===== config.mk =====
export PLATFORM = sky130hd
export DESIGN_NAME = voice_scheduler
export DESIGN_NICKNAME = d
export VERILOG_FILES = /design/src/rtl/synth_pkg.sv /design/src/rtl/sample_tick_gen.sv /design/src/rtl/voice_scheduler.sv
export SDC_FILE = /design/constraint.sdc
export NUM_CORES = 1
export LEC_CHECK = 0
export CAP_MARGIN = 5
export CORE_MARGIN = 5
export CORE_UTILIZATION = 55
export CTS_CLUSTER_DIAMETER = 100
export DETAILED_ROUTE_END_ITERATION = 8
export PLACE_DENSITY_LB_ADDON = 0.15
export SLEW_MARGIN = 10
export SYNTH_ARGS = -nofsm -noshare
export SYNTH_HDL_FRONTEND = slang
export SYNTH_SLANG_ARGS = --single-unit

===== constraint.sdc =====
create_clock -name clk -period 10.4 [get_ports clk]
set_clock_uncertainty 0.1 [all_clocks]
set_input_delay 1.56 -clock clk [delete_from_list [all_inputs] [get_ports clk]]
set_output_delay 1.56 -clock clk [all_outputs]
set_load 0.03 [all_outputs]

===== src/rtl/synth_pkg.sv =====
// synth_pkg: widths, midscale and scheduler states shared by the synth datapath blocks.
package synth_pkg;
    localparam int PHASE_W = 16;
    localparam int SINE_W = 11;
    localparam int AUDIO_W = 12;
    localparam logic [SINE_W-1:0] MIDSCALE = 11'd1024;
    typedef enum logic [1:0] {IDLE, SCAN, OUTPUT} state_e;
endpackage


===== src/rtl/sample_tick_gen.sv =====
// sample_tick_gen: free-running 0..DIV-1 counter gated by ena; tick on the wrap cycle.
module sample_tick_gen #(
    parameter int DIV = 256
) (
    input  logic clk,
    input  logic rst,
    input  logic ena,
    output logic tick
);
    localparam int CW = $clog2(DIV);
    logic [CW-1:0] cnt_q, cnt_d;
    assign tick = ena && (cnt_q == CW'(DIV - 1));
    always_comb cnt_d = !ena ? cnt_q : tick ? '0 : cnt_q + CW'(1);
    always_ff @(posedge clk or negedge rst) begin
        if (!rst) cnt_q <= '0;
        else cnt_q <= cnt_d;
    end
endmodule


===== src/rtl/voice_scheduler.sv =====
// voice_scheduler: shares one sine lookup across NUM_VOICES phase accumulators, one voice
// per clock, and averages the voices into a 12-bit sample every SAMPLE_DIV clocks.
module voice_scheduler #(
    parameter int NUM_VOICES = 4,
    parameter int SAMPLE_DIV = 256,
    parameter int PHASE_W = 16
) (
    input  logic                          clk,
    input  logic                          rst,
    input  logic                          ena,
    input  logic                          cfg_we,
    input  logic [$clog2(NUM_VOICES)-1:0] cfg_voice,
    input  logic [PHASE_W-1:0]            cfg_step,
    input  logic                          cfg_enable,
    output logic [7:0]                    period,
    input  logic [10:0]                   sine,
    output logic [11:0]                   audio,
    output logic                          sample_valid
);
    import synth_pkg::*;
    localparam int VW = $clog2(NUM_VOICES);
    localparam int ACC_W = SINE_W + VW;
    state_e state_q, state_d;
    logic [PHASE_W-1:0] phase_q [NUM_VOICES];
    logic [PHASE_W-1:0] step_q [NUM_VOICES];
    logic [NUM_VOICES-1:0] en_q;
    logic [VW-1:0] v_q;
    logic [ACC_W-1:0] acc_q;
    logic [7:0] period_q, cur;
    logic [AUDIO_W-1:0] audio_q;
    logic valid_q, tick, scan, last;
    sample_tick_gen #(.DIV(SAMPLE_DIV)) u_tick (
        .clk (clk),
        .rst (rst),
        .ena (ena),
        .tick(tick)
    );
    assign scan = state_q == SCAN;
    assign last = v_q == VW'(NUM_VOICES - 1);
    assign cur = phase_q[v_q][PHASE_W-1 -: 8];
    // Lookup is zero-latency: period is driven live during SCAN and held otherwise.
    assign period = scan ? cur : period_q;
    assign audio = audio_q;
    assign sample_valid = valid_q;
    always_comb begin
        state_d = state_q == IDLE ? (tick ? SCAN : IDLE) :
                  scan ? (last ? OUTPUT : SCAN) : IDLE;
    end
    always_ff @(posedge clk or negedge rst) begin
        if (!rst) state_q <= IDLE;
        else state_q <= state_d;
    end
    always_ff @(posedge clk or negedge rst) begin
        if (!rst) begin
            v_q <= '0;
            acc_q <= '0;
            period_q <= '0;
            audio_q <= 12'h800;
            valid_q <= 1'b0;
            en_q <= '0;
            for (int i = 0; i < NUM_VOICES; i++) begin
                phase_q[i] <= '0;
                step_q[i] <= '0;
            end
        end else begin
            if (state_q == IDLE && tick) acc_q <= '0;
            if (scan) begin
                acc_q <= acc_q + ACC_W'(en_q[v_q] ? sine : MIDSCALE);
                v_q <= v_q + VW'(1);
                period_q <= cur;
            end
            if (state_q == OUTPUT) audio_q <= {acc_q[ACC_W-1 -: SINE_W], 1'b0};
            valid_q <= state_q == OUTPUT;
            // A config write lands on the same edge as a scan update; the write wins.
            for (int i = 0; i < NUM_VOICES; i++) begin
                if (cfg_we && cfg_voice == VW'(i)) begin
                    step_q[i] <= cfg_step;
                    en_q[i] <= cfg_enable;
                end
                if (cfg_we && cfg_voice == VW'(i) && cfg_enable && !en_q[i])
                    phase_q[i] <= '0;
                else if (scan && v_q == VW'(i) && en_q[i])
                    phase_q[i] <= phase_q[i] + step_q[i];
            end
        end
    end
endmodule


# --- Word-level counts from Yosys, hierarchy flattened ---
# Index checks and enable logic that the tools add are counted.
word_totals:
  reg_bits: 177
classes:
  muxes: 22
  add_sub_neg: 7
  bitwise_logic: 1
  n_eq_ne: 9
  order_cmp: 2
  n_reduce_logical: 34
op_table:
  columns: ["operator", "count"]
  rows:
  - ["$mux W16", 10]
  - ["$add A16 B16 Y16", 4]
  - ["$bmux W16 S2", 1]
  - ["$mux W13", 2]
  - ["$logic_and A1 B1 Y1", 22]
  - ["$mux W8", 2]
  - ["$add A13 B11 Y13", 1]
  - ["$mux W11", 1]
  - ["$eq A2 B2 Y1 const B", 5]
  - ["$reduce_bool A2 Y1", 5]
  - ["$add A8 B1 Y8 const B", 1]
  - ["$eq A8 B8 Y1 const B", 1]
  - ["$eq A2 B1 Y1 const B", 3]
  - ["$logic_not A2 Y1", 3]
  - ["$mux W2", 3]
  - ["$logic_not A1 Y1", 4]
  - ["$ge A3 B3 Y1 const B", 1]
  - ["$lt A2 B3 Y1 const B", 1]
  - ["$not A2 Y3", 1]
  - ["$add A2 B1 Y2 const B", 1]
  - ["$bmux W1 S2", 1]
  - ["$mux W1", 2]

# --- Depth between registers and ports, before layout ---
# Gate-level depths: netlist (run 1).
depth:
  word_depth: 5
  depth_mapped: 14
  ltp_nobuf: 12

# --- Hierarchy ---
# A second synthesis (run 1) with hierarchy kept.
unflattened:
  cells_unflattened: 969
  area_unflattened_um2: 10201.0
modules_own_cells:
  columns: ["module", "instances", "area_each_um2", "cells_per_inst", "seq_area_each_um2"]
  rows:
  - ["voice_scheduler", 1, 9786.9, 932, 4230.3]
  - ["sample_tick_gen", 1, 414.1, 37, 200.2]

# --- Worst setup path after synthesis (run 1) ---
# Ideal clock, no wire load.
synth_timing:
  path_kind: "input -> register"
  from: "input sine[0]"
  to: "register acc_q[12]"
  setup_ps: 133
  path_stages: 11
  arrival_time_ps: 3316
  slack_ps: 6851
  cell_sequence: "and2_1 ha_1 inv_1 fa_1 nand2b_1 a21oi_1 nor4_1 nor2_1 a2111oi_0 o311ai_0 nand2_1"
synth_between:
  elab_chain_cells: 3
synth_rtl:
  columns: ["item", "line_no", "source"]
  rows:
  - ["start: declaration", "voice_scheduler.sv:16", "input logic [10:0] sine,"]
  - ["$mux W11", "voice_scheduler.sv:68", "acc_q <= acc_q + ACC_W'(en_q[v_q] ? sine : MIDSCALE);"]
  - ["$add A13 B11 Y13", "voice_scheduler.sv:68", null]
  - ["$mux W13", "voice_scheduler.sv:67", "if (scan) begin"]
  - ["end signal: assignment", "voice_scheduler.sv:68", null]
  - ["end: declaration", "voice_scheduler.sv:28", "logic [ACC_W-1:0] acc_q;"]
# Every way passes these cells.
# A chain may end at the register's enable or synchronous reset.

# --- Final worst setup path (run 1) ---
layout_timing:
  from: "register state_q[1]"
  to: "output period[7]"
layout_between:
  elab_chain_cells: 2
layout_rtl:
  columns: ["item", "line_no", "source"]
  rows:
  - ["start: declaration", "voice_scheduler.sv:23", "state_e state_q, state_d;"]
  - ["start signal: assignment", "voice_scheduler.sv:51", "else state_q <= state_d;"]
  - ["$eq A2 B1 Y1", "voice_scheduler.sv:38", "assign scan = state_q == SCAN;"]
  - ["$mux W8", null, null]
  - ["end: declaration", "voice_scheduler.sv:15", "output logic [7:0] period,"]
# Every way passes these cells.

==> results.py, run 1 <==
metrics = {
    "cells_and_area": {
        "layout.cells.most_common_list": "176 x sky130_fd_sc_hd__dfrtp_1, 97 x sky130_fd_sc_hd__nand2_1, 84 x sky130_fd_sc_hd__mux2_2",
        "layout_commonest_cell": "sky130_fd_sc_hd__dfrtp_1",
        "layout.core_utilization_pct": 62.5,
        "num-nets-final": 1155,
        "fillcell_total": 1586,
        "layout-area-overhead-vs-synth_pct": 12.3,
        "post_route_cells_drive_above_1_share_pct": 13.9,
        "antennaDiodeCount": 0,
    },
    "synthesis": {
        "synthesis.instances": 994,
        "asyncSetResetFlopFracSynth_pct": 100,
        "yosysSeqAreaShare_pct": 42.7,
        "avgSynthCellArea_um2": 10.4,
        "number_of_enable_flip_flop_cells_after_synthesis": 0,
        "ys_seq_elements": 177,
        "yosysUniqueCellTypes": 74,
        "yosysWarningCount": 0,
        "synth_ff_type": "sky130_fd_sc_hd__dfrtp_1",
        "syn-num-nets": 1109,
        "synthesis.area_mm2": 0.0104,
    },
    "drt": {
        "antenna_left": 0,
        "drc_errors": 0,
        "via_per_inst": 5.96,
        "drt_first_iter_violations": 435,
        "wirelength_um": 23600,
        "routedWlPerCell_um": 18.4,
        "via_count": 7660,
        "detailedRoute.firstPassIterationCount": 5,
    },
    "flow_run": {
        "max-cap-violations": 0,
    },
    "worst_setup_path": {
        "crit_path_start_kind": "flop",
        "worst-endpoint-required_ps": 8740,
        "critical_path_top_delay_cell": "sky130_fd_sc_hd__and2b_1",
        "critical_path_buf_inv_count": 1,
        "critical_path_peak_fanout": 24,
        "cpPeakStageDelay_ps": 870,
        "critPathKind": "reg2out",
        "cp_top_family": "simple AND/OR/NAND/NOR gates",
        "worst_setup_path_end_kind": "output port",
        "cp_data_arrival_time_ps": 2790,
        "critical_path.cell_chain": "and2b_1, mux2_2, clkdlybuf4s50_1",
    },
    "sta": {
        "post-route-period-util_pct": 42.8,
        "fin_crit_ps": 4450,
        "hold_violations": 0,
        "setup_repair_after_global_routing_missed_its_margin": "no",
        "timing.final.max_slew_violations": 0,
        "slew-limit-headroom_pct": 32.4,
        "timing_worst_slew_pin_value_ps": 1010,
        "setup_viol": 0,
        "fmaxAchievable_ghz": 0.225,
        "setup_tns_ps": 0,
    },
    "clock_network": {
        "clkSinkCount": 177,
        "cts-htree-levels": 4,
        "cts-root-to-sink-buffers": 2,
        "clock_tree_from_tritoncts": "done",
        "post_cts_setup_buffer_count": 0,
        "cts_hold_repair.buffers": 0,
        "cts_resized": 0,
        "cts-buffers-inserted": 17,
        "cts.clk_slew.worst_paths_ps": 70,
        "cts_root_buf": "sky130_fd_sc_hd__clkbuf_16",
        "clk_latency_ps": 430,
    },
    "grt": {
        "grt_max_degree": 105,
        "grt_util_all_layers_pct": 22.4,
        "grt-ovfl-total": 0,
        "vias_in_the_first_global_route": 7438,
        "number_of_antenna_violations_at_the_first_check_in_global_routing": 0,
        "first_pass_grt_wire_length_um": 38800,
    },
    "placement": {
        "hpwl_reported_at_the_end_of_detailed_placement_um": 16900,
        "count_of_input_and_output_buffers": 53,
        "place_congestion": 0.864,
    },
    "floorplanning": {
        "placement_rows": 50,
        "fp.coreArea_mm2": 0.0186,
        "dieArea_mm2": 0.0217,
        "floorplan.die.width_um": 147,
        "initial_utilization_pct": 55.7,
        "ios": 55,
        "die_height_um": 147,
    },
    "pwr": {
        "seqPwrFrac_pct": 44.3,
        "clkPwrFrac_pct": 32.6,
        "static_leakage_nw": 5.26,
        "internal-power_mw": 1.32,
        "power_switching_share_pct": 30.5,
        "combPwrFrac_pct": 23.1,
        "ir_worst_vdd_uv": 125,
        "total_switching_power_mw": 0.582,
        "powerDensity_mw_per_mm2": 163,
    },
    "hold_path": {
        "hold_path_class": "reg2reg",
    },
    "outcome": {
        "run_status": "completed",
    },
}
==> cell usage after synthesis (7+ instances only) <==
| cell type | instances | share of area (%) |
|---|---|---|
| sky130_fd_sc_hd__a31oi_1 | 14 | 0.84 |
| sky130_fd_sc_hd__xnor2_1 | 27 | 2.3 |
| sky130_fd_sc_hd__dfrtp_1 | 176 | 42 |
| sky130_fd_sc_hd__buf_2 | 8 | 0.39 |
| sky130_fd_sc_hd__nor3_1 | 8 | 0.39 |
| sky130_fd_sc_hd__a211oi_1 | 17 | 1.2 |
| sky130_fd_sc_hd__o21a_1 | 12 | 0.87 |
| sky130_fd_sc_hd__mux4_2 | 9 | 2.0 |
| sky130_fd_sc_hd__nand2b_1 | 12 | 0.72 |
| sky130_fd_sc_hd__nor2_1 | 49 | 1.8 |
| sky130_fd_sc_hd__a21o_1 | 17 | 1.2 |
| sky130_fd_sc_hd__a21oi_1 | 55 | 2.7 |
| sky130_fd_sc_hd__a22o_1 | 9 | 0.76 |
| sky130_fd_sc_hd__o21ai_0 | 52 | 2.5 |
| sky130_fd_sc_hd__nand2_1 | 97 | 3.5 |
| sky130_fd_sc_hd__and3_1 | 10 | 0.60 |
| sky130_fd_sc_hd__nand4_1 | 7 | 0.42 |
| sky130_fd_sc_hd__ha_1 | 76 | 9.2 |
| sky130_fd_sc_hd__nand3_1 | 18 | 0.87 |
| sky130_fd_sc_hd__o21ai_1 | 41 | 2.0 |
| sky130_fd_sc_hd__clkbuf_1 | 14 | 0.51 |
| sky130_fd_sc_hd__inv_1 | 29 | 1.0 |
| sky130_fd_sc_hd__mux2_2 | 84 | 9.1 |
| sky130_fd_sc_hd__nor2b_1 | 14 | 0.84 |
| sky130_fd_sc_hd__and2_1 | 10 | 0.60 |
| sky130_fd_sc_hd__xor2_1 | 30 | 2.5 |
==> flip-flops by register name, summed over array words and instances, names as in the netlist <==
register and flops:
audio 11, step_q 64, period_q 8, phase_q 64
state_q 2, en_q 4, v_q 2, u_tick.cnt_q 8
sample_valid 1, acc_q 13
==> final cells by class <==
cell class / instances / area, µm² / area share [%]
Timing Repair Buffer: 58 / 572 / 4.90
Tap cell: 234 / 293 / 2.51
Clock buffer: 19 / 453 / 3.88
Clock inverter: 12 / 110 / 0.944
Multi-Input combinational cell: 756 / 5690 / 48.8
Inverter: 30 / 113 / 0.966
Sequential cell: 177 / 4430 / 38.0
==> metrics by stage <==
stage / power [mW] / hold WS [ps] / cells / setup slack [ps] / cell area [µm²]
2_1_floorplan: 1.18 / 341 / 994 / 6850 / 10400
3_3_place_gp: 1.28 / 365 / 1255 / 6190 / 11100
3_5_place_dp: 1.29 / 364 / 1255 / 6130 / 11100
4_1_cts: 1.92 / 380 / 1286 / 5930 / 11700
5_1_grt: 2.01 / 384 / 1286 / 5850 / 11700
6_report: 1.90 / 383 / 1286 / 5950 / 11700
==> power by group through the flow <==
stage	Sequential (mW)	Clock, mW	Combinational, mW
detailed placement	0.854	0	0.438
finish	0.844	0.621	0.440
global placement	0.852	0	0.427
CTS	0.842	0.633	0.441
floorplan	0.828	0	0.350
global route	0.854	0.662	0.496
==> layer usage <==
layer / part of all wire, % / routed length, µm / global-route usage (%) / vias up
met5: 0 / 0 / 0 / -
met3: 3.8 / 895 / 3.80 / 28
met2: 45 / 10600 / 34.5 / 151
met1: 49 / 11600 / 32.4 / 3766
met4: 2.3 / 551 / 7.88 / 0
li1: - / - / - / 3715
==> logic make-up after synthesis <==
family / count (synthesis) / share of synthesized area, %
AOI/OAI and AO/OA: 266 / 16.2
adders and majority gates: 81 / 10.1
muxes: 98 / 11.5
DFF: 177 / 42.7
xor gates and xnor gates: 57 / 4.81
and+or+nand+nor: 253 / 12.0
other: 1 / 0.0361
buffers and inverters: 61 / 2.57
==> path summary, 6_finish.rpt <==
path	from	to	slack, ps	cells past startpoint
worst max-delay path	state_q[1]	period[7]	5950	3
worst min-delay path	u_tick.cnt_q[4]	u_tick.cnt_q[4]	380	1
worst max register to register	v_q[0]	acc_q[12]	6530	12
worst min register to register	u_tick.cnt_q[4]	u_tick.cnt_q[4]	380	1
max in group asynchronous	rst	phase_q[42]	7680	2
min in group asynchronous	rst	phase_q[34]	1080	1
No activity file was read; power rests on OpenSTA's default activity.
==> run 2: changes to the inputs <==
==> constraint.sdc (replaced) <==
create_clock -name clk -period 4 [get_ports clk]
set_clock_uncertainty 0.1 [all_clocks]
set_input_delay 0.6 -clock clk [delete_from_list [all_inputs] [get_ports clk]]
set_output_delay 0.6 -clock clk [all_outputs]
set_load 0.03 [all_outputs]
==> run 2 against run 1 <==
  * Worst hold slack got worse by 250 ps
  * Routed wire length increased by 0.69%
  * Final cell count increased by 0.54%
  * First-iteration DRC count increased by 32%
  * Core utilization increased by 0.45 points
  * Register-to-register slack got worse by 6000 ps
  * Non-clock buffer count increased by 6
  * Via count increased by 0.31%
  * Critical path depth increased by 9
  * Largest cell class unchanged
  * Clock power increased to 2.7 times the previous value
  * Power increased to 2.6 times the previous value
  * Sequential power increased to 2.6 times the previous value
==> results.py, run 2 (synthesis results as in run 1) <==
metrics = {
    "clock_network": {
        "cts_root_buf": "sky130_fd_sc_hd__clkbuf_16",
        "clk_latency_ps": 430,
        "cts_hold_repair.buffers": 0,
        "cts_resized": 0,
        "clkSinkCount": 177,
        "cts-htree-levels": 4,
        "clock_tree_from_tritoncts": "done",
        "cts-buffers-inserted": 17,
        "post_cts_setup_buffer_count": 0,
        "cts-root-to-sink-buffers": 2,
        "cts.clk_slew.worst_paths_ps": 70,
    },
    "drt": {
        "via_count": 7684,
        "antenna_left": 0,
        "routedWlPerCell_um": 18.4,
        "wirelength_um": 23800,
        "drt_first_iter_violations": 574,
        "detailedRoute.firstPassIterationCount": 5,
        "via_per_inst": 5.94,
        "drc_errors": 0,
    },
    "placement": {
        "placedCellCount": 1261,
        "place_congestion": 0.869,
        "count_of_input_and_output_buffers": 53,
        "hpwl_reported_at_the_end_of_detailed_placement_um": 17100,
        "pre_cts_ws_ps": 575,
    },
    "sta": {
        "fmaxAchievable_ghz": 0.288,
        "setup_repair_after_global_routing_missed_its_margin": "no",
        "final.setup.worst_slack_ps": 528,
        "min_hold_slack_ps": 132,
        "slew-limit-headroom_pct": 41.5,
        "setup_tns_ps": 0,
        "timing.final.max_slew_violations": 0,
        "timing_worst_slew_pin_value_ps": 878,
        "fin_crit_ps": 3470,
        "hold_violations": 0,
        "setup_viol": 0,
        "post-route-period-util_pct": 86.8,
    },
    "pwr": {
        "powerDensity_mw_per_mm2": 427,
        "static_leakage_nw": 5.31,
        "ir_worst_vdd_uv": 325,
    },
    "floorplanning": {
        "die_height_um": 147,
        "dieArea_mm2": 0.0217,
        "floorplan.die.width_um": 147,
        "fp.coreArea_mm2": 0.0186,
        "ios": 55,
        "placement_rows": 50,
        "initial_utilization_pct": 55.7,
    },
    "worst_setup_path": {
        "r2r_slack_ps": 530,
        "critical_path_peak_fanout": 12,
        "critPathKind": "reg2reg",
        "worstReg2RegStart": "v_q[1]",
        "critical_path.cell_chain": "mux4_2, and2_1, ha_1, inv_1, fa_1, nand2b_1, a21oi_1, nor4_1, nor2_1, a2111oi_0, a2bb2oi_1, nand2_1",
        "worst_setup_path_end_kind": "flop",
        "cp_data_arrival_time_ps": 3680,
        "cpPeakStageDelay_ps": 620,
        "critical_path_top_delay_cell": "sky130_fd_sc_hd__dfrtp_1",
        "crit_path_start_kind": "flop",
        "regToRegEndpoint": "acc_q[12]",
        "r2r_cells": 12,
        "worst-endpoint-required_ps": 4200,
    },
    "cells_and_area": {
        "fin_cells": 1293,
        "registers_with_the_most_flip_flops": "phase_q (64), step_q (64), acc_q (13)",
        "layout-area-overhead-vs-synth_pct": 13.1,
        "layout.cells.most_common_list": "176 x sky130_fd_sc_hd__dfrtp_1, 97 x sky130_fd_sc_hd__nand2_1, 84 x sky130_fd_sc_hd__mux2_2",
        "num-nets-final": 1161,
        "post_route_cells_drive_above_1_share_pct": 14.4,
        "layout_commonest_cell": "sky130_fd_sc_hd__dfrtp_1",
        "antennaDiodeCount": 0,
        "layout.core_utilization_pct": 63.0,
    },
    "flow_run": {
        "max-cap-violations": 0,
    },
    "grt": {
        "grt_util_all_layers_pct": 22.5,
        "grt-ovfl-total": 0,
        "first_pass_grt_wire_length_um": 39000,
        "vias_in_the_first_global_route": 7469,
        "grt_max_degree": 101,
        "number_of_antenna_violations_at_the_first_check_in_global_routing": 2,
    },
    "outcome": {
        "run_status": "completed",
    },
    "hold_path": {
        "hold_path_class": "in2async",
    },
}
==> run 2: worst max-delay path, delay by kind of cell, from the launching register on <==
family                   cells  cell delay [ps]
adder cells (fa/ha/maj)      2              390
buffers and inverters        1               70
multiplexers                 1              520
flip-flops                   1              620
AO/OA/AOI/OAI                3              900
AND/OR/NAND/NOR              5              750
==> run 2: where the power goes <==
part           leakage (nW)  internal [mW]  total [mW]  switching [mW]
registers              2.29           2.01        2.19           0.182
logic                  2.74          0.545        1.14           0.596
clock network         0.283          0.957        1.68           0.726
total                  5.31           3.51        5.01            1.50
==> run 2: cell type report <==
cell class	count	area [µm²]
flip-flops and latches	177	4430
fillers	1553	6900
inverters	30	113
well taps	234	293
clock buffers	20	457
multi-input cells	756	5690
clock inverters	12	133
repair buffers	64	629
==> run 2: how the worst max path moves through the flow <==
stage	start	to	slack [ps]	depth (start not counted)
finish	v_q[1]	acc_q[12]	530	12
global route	v_q[1]	acc_q[12]	300	12
CTS	v_q[1]	acc_q[12]	510	12
detailed placement	v_q[1]	acc_q[12]	570	12
global placement	v_q[1]	acc_q[12]	690	12
floorplan	v_q[0]	acc_q[12]	650	14
==> run 2: metrics by stage <==
step,area [µm²],power (mW)
after detailed placement,11200,3.36
after global routing,11700,5.31
after CTS,11700,5.05
final,11700,5.01
after global placement,11200,3.32
after floorplan,10400,3.06
==> run 2: layer usage <==
layer	vias to the layer above	share of wire, %	global-route usage (%)	routed length, µm
met5	-	0.059	0	14
met4	2	2.0	6.01	478
met3	24	4.1	3.92	980
met2	154	45	35.1	10800
met1	3765	48	32.9	11500
li1	3739	-	-	-
==> run 3: changes to the inputs <==
--- a/config.mk
+++ b/config.mk
@@ -8,6 +8,7 @@
 export CAP_MARGIN = 5
 export CORE_MARGIN = 5
 export CORE_UTILIZATION = 55
+export CTS_BUF_LIST = sky130_fd_sc_hd__clkbuf_4 sky130_fd_sc_hd__clkbuf_8 sky130_fd_sc_hd__clkbuf_16
 export CTS_CLUSTER_DIAMETER = 100
 export DETAILED_ROUTE_END_ITERATION = 8
 export PLACE_DENSITY_LB_ADDON = 0.15
==> constraint.sdc (replaced) <==
create_clock -name clk -period 3.6 [get_ports clk]
set_clock_uncertainty 0.1 [all_clocks]
set_input_delay 0.54 -clock clk [delete_from_list [all_inputs] [get_ports clk]]
set_output_delay 0.54 -clock clk [all_outputs]
set_load 0.03 [all_outputs]
==> run 3 against run 2 <==
  * Sequential cell count did not move
  * Core utilization rose by 0.52 points
  * First-iteration DRC count fell by 7.7%
  * Final cell count rose by 0.39%
  * Sequential share of layout area fell by 0.31 points
  * Power rose by 15%
  * Die area did not move
  * Sequential power rose by 11%
==> results.py, run 3 (synthesis results as in run 1) <==
metrics = {
    "outcome": {
        "run_status": "completed",
    },
    "sta": {
        "slew-limit-headroom_pct": 30.5,
        "setup_viol": 0,
        "timing.final.max_slew_violations": 0,
        "setup_repair_after_global_routing_missed_its_margin": "no",
        "timing_worst_slew_pin_value_ps": 1040,
        "setup_tns_ps": 0,
        "fin_crit_ps": 3230,
        "post-route-period-util_pct": 89.8,
        "fmaxAchievable_ghz": 0.309,
        "hold_violations": 0,
    },
    "clock_network": {
        "clock_tree_from_tritoncts": "done",
        "cts-buffers-inserted": 17,
        "cts-root-to-sink-buffers": 2,
        "cts_root_buf": "sky130_fd_sc_hd__clkbuf_16",
        "clk_latency_ps": 430,
        "clkSinkCount": 177,
        "cts_hold_repair.buffers": 0,
        "cts.clk_slew.worst_paths_ps": 70,
        "cts-htree-levels": 4,
    },
    "grt": {
        "first_pass_grt_wire_length_um": 39800,
        "vias_in_the_first_global_route": 7512,
        "grt_max_degree": 81,
        "grt_util_all_layers_pct": 23.1,
        "number_of_antenna_violations_at_the_first_check_in_global_routing": 0,
        "grt-ovfl-total": 0,
    },
    "floorplanning": {
        "ios": 55,
        "dieArea_mm2": 0.0217,
        "fp.coreArea_mm2": 0.0186,
        "initial_utilization_pct": 55.7,
        "placement_rows": 50,
        "die_height_um": 147,
        "floorplan.die.width_um": 147,
    },
    "worst_setup_path": {
        "r2r_cells": 12,
        "critPathKind": "reg2out",
        "worst-endpoint-required_ps": 2960,
        "critical_path_peak_fanout": 14,
        "worstReg2RegStart": "en_q[1]",
        "r2r_slack_ps": 380,
        "worst_setup_path_end_kind": "output port",
        "cp_data_arrival_time_ps": 2590,
        "crit_path_start_kind": "flop",
        "regToRegEndpoint": "acc_q[12]",
    },
    "pwr": {
        "static_leakage_nw": 5.37,
        "report.power.total_mw": 5.74,
        "powerDensity_mw_per_mm2": 485,
        "ir_worst_vdd_uv": 361,
    },
    "cells_and_area": {
        "antennaDiodeCount": 0,
        "postLayoutCellArea_mm2": 0.0118,
        "num-nets-final": 1166,
        "fin_cells": 1298,
        "registers_with_the_most_flip_flops": "phase_q (64), step_q (64), acc_q (13)",
        "layout_commonest_cell": "sky130_fd_sc_hd__dfrtp_1",
        "post_route_cells_drive_above_1_share_pct": 14.9,
        "layout.core_utilization_pct": 63.5,
        "layout-area-overhead-vs-synth_pct": 14.1,
        "layout.cells.most_common_list": "176 x sky130_fd_sc_hd__dfrtp_1, 97 x sky130_fd_sc_hd__nand2_1, 84 x sky130_fd_sc_hd__mux2_2",
    },
    "placement": {
        "placedCellCount": 1266,
        "hpwl_reported_at_the_end_of_detailed_placement_um": 17700,
        "count_of_input_and_output_buffers": 53,
        "place_congestion": 0.905,
        "dpl_cell_area_mm2": 0.0112,
    },
    "drt": {
        "antenna_left": 0,
        "drt_first_iter_violations": 530,
        "routedWlPerCell_um": 18.7,
        "wirelength_um": 24300,
        "detailedRoute.firstPassIterationCount": 5,
        "drc_errors": 0,
        "via_count": 7705,
        "via_per_inst": 5.94,
    },
    "hold_path": {
        "hold_path_class": "in2async",
    },
    "flow_run": {
        "max-cap-violations": 0,
    },
}
## run 3: how the worst max path moves through the flow
stage / to / slack, ps / from / cells past startpoint
final: period[7] / 370 / state_q[1] / 3
after global routing: acc_q[12] / 40 / en_q[1] / 12
after CTS: acc_q[12] / 210 / en_q[1] / 12
after detailed placement: acc_q[12] / 250 / en_q[1] / 12
after global placement: acc_q[12] / 290 / en_q[1] / 12
after floorplan: acc_q[12] / 250 / v_q[0] / 14
## run 3: worst max-delay path, cell delays in order (launching register included)
cell                              delay (ps)
sky130_fd_sc_hd__dfrtp_1                 420
sky130_fd_sc_hd__and2b_1                 660
sky130_fd_sc_hd__mux2_2                  450
sky130_fd_sc_hd__clkdlybuf4s50_1         620
## run 3: cell type report
| class | instances | area (µm²) |
|---|---|---|
| Fill cell | 1543 | 6800 |
| Tap cell | 234 | 293 |
| Clock buffer | 21 | 480 |
| Sequential cell | 177 | 4430 |
| Inverter | 30 | 113 |
| Timing Repair Buffer | 69 | 654 |
| Multi-Input combinational cell | 756 | 5690 |
| Clock inverter | 11 | 175 |
## run 3: layer usage
layer / track usage (%) / wire length [µm]
met4: 7.32 / 508
met2: 36.4 / 11100
met1: 33.2 / 11600
met3: 3.40 / 1050
met5: 0 / 0
## run 3: what timing repair did
item	CTS	global route
resized for setup	0	2
setup buffers	0	0
setup endpoints to repair	0	1
## run 3: report_power, final
part / switching (mW) / internal (mW) / total (mW)
Sequential: 0.200 / 2.23 / 2.43
Combinational: 0.678 / 0.608 / 1.29
Clock: 0.783 / 1.24 / 2.03
Total: 1.66 / 4.08 / 5.74
## run 3: stage by stage
step,setup WS [ps],hold WS [ps]
final,367,33.9
after global routing,39.2,81.0
after CTS,213,66.5
after detailed placement,253,373
after global placement,289,368
after floorplan,252,144
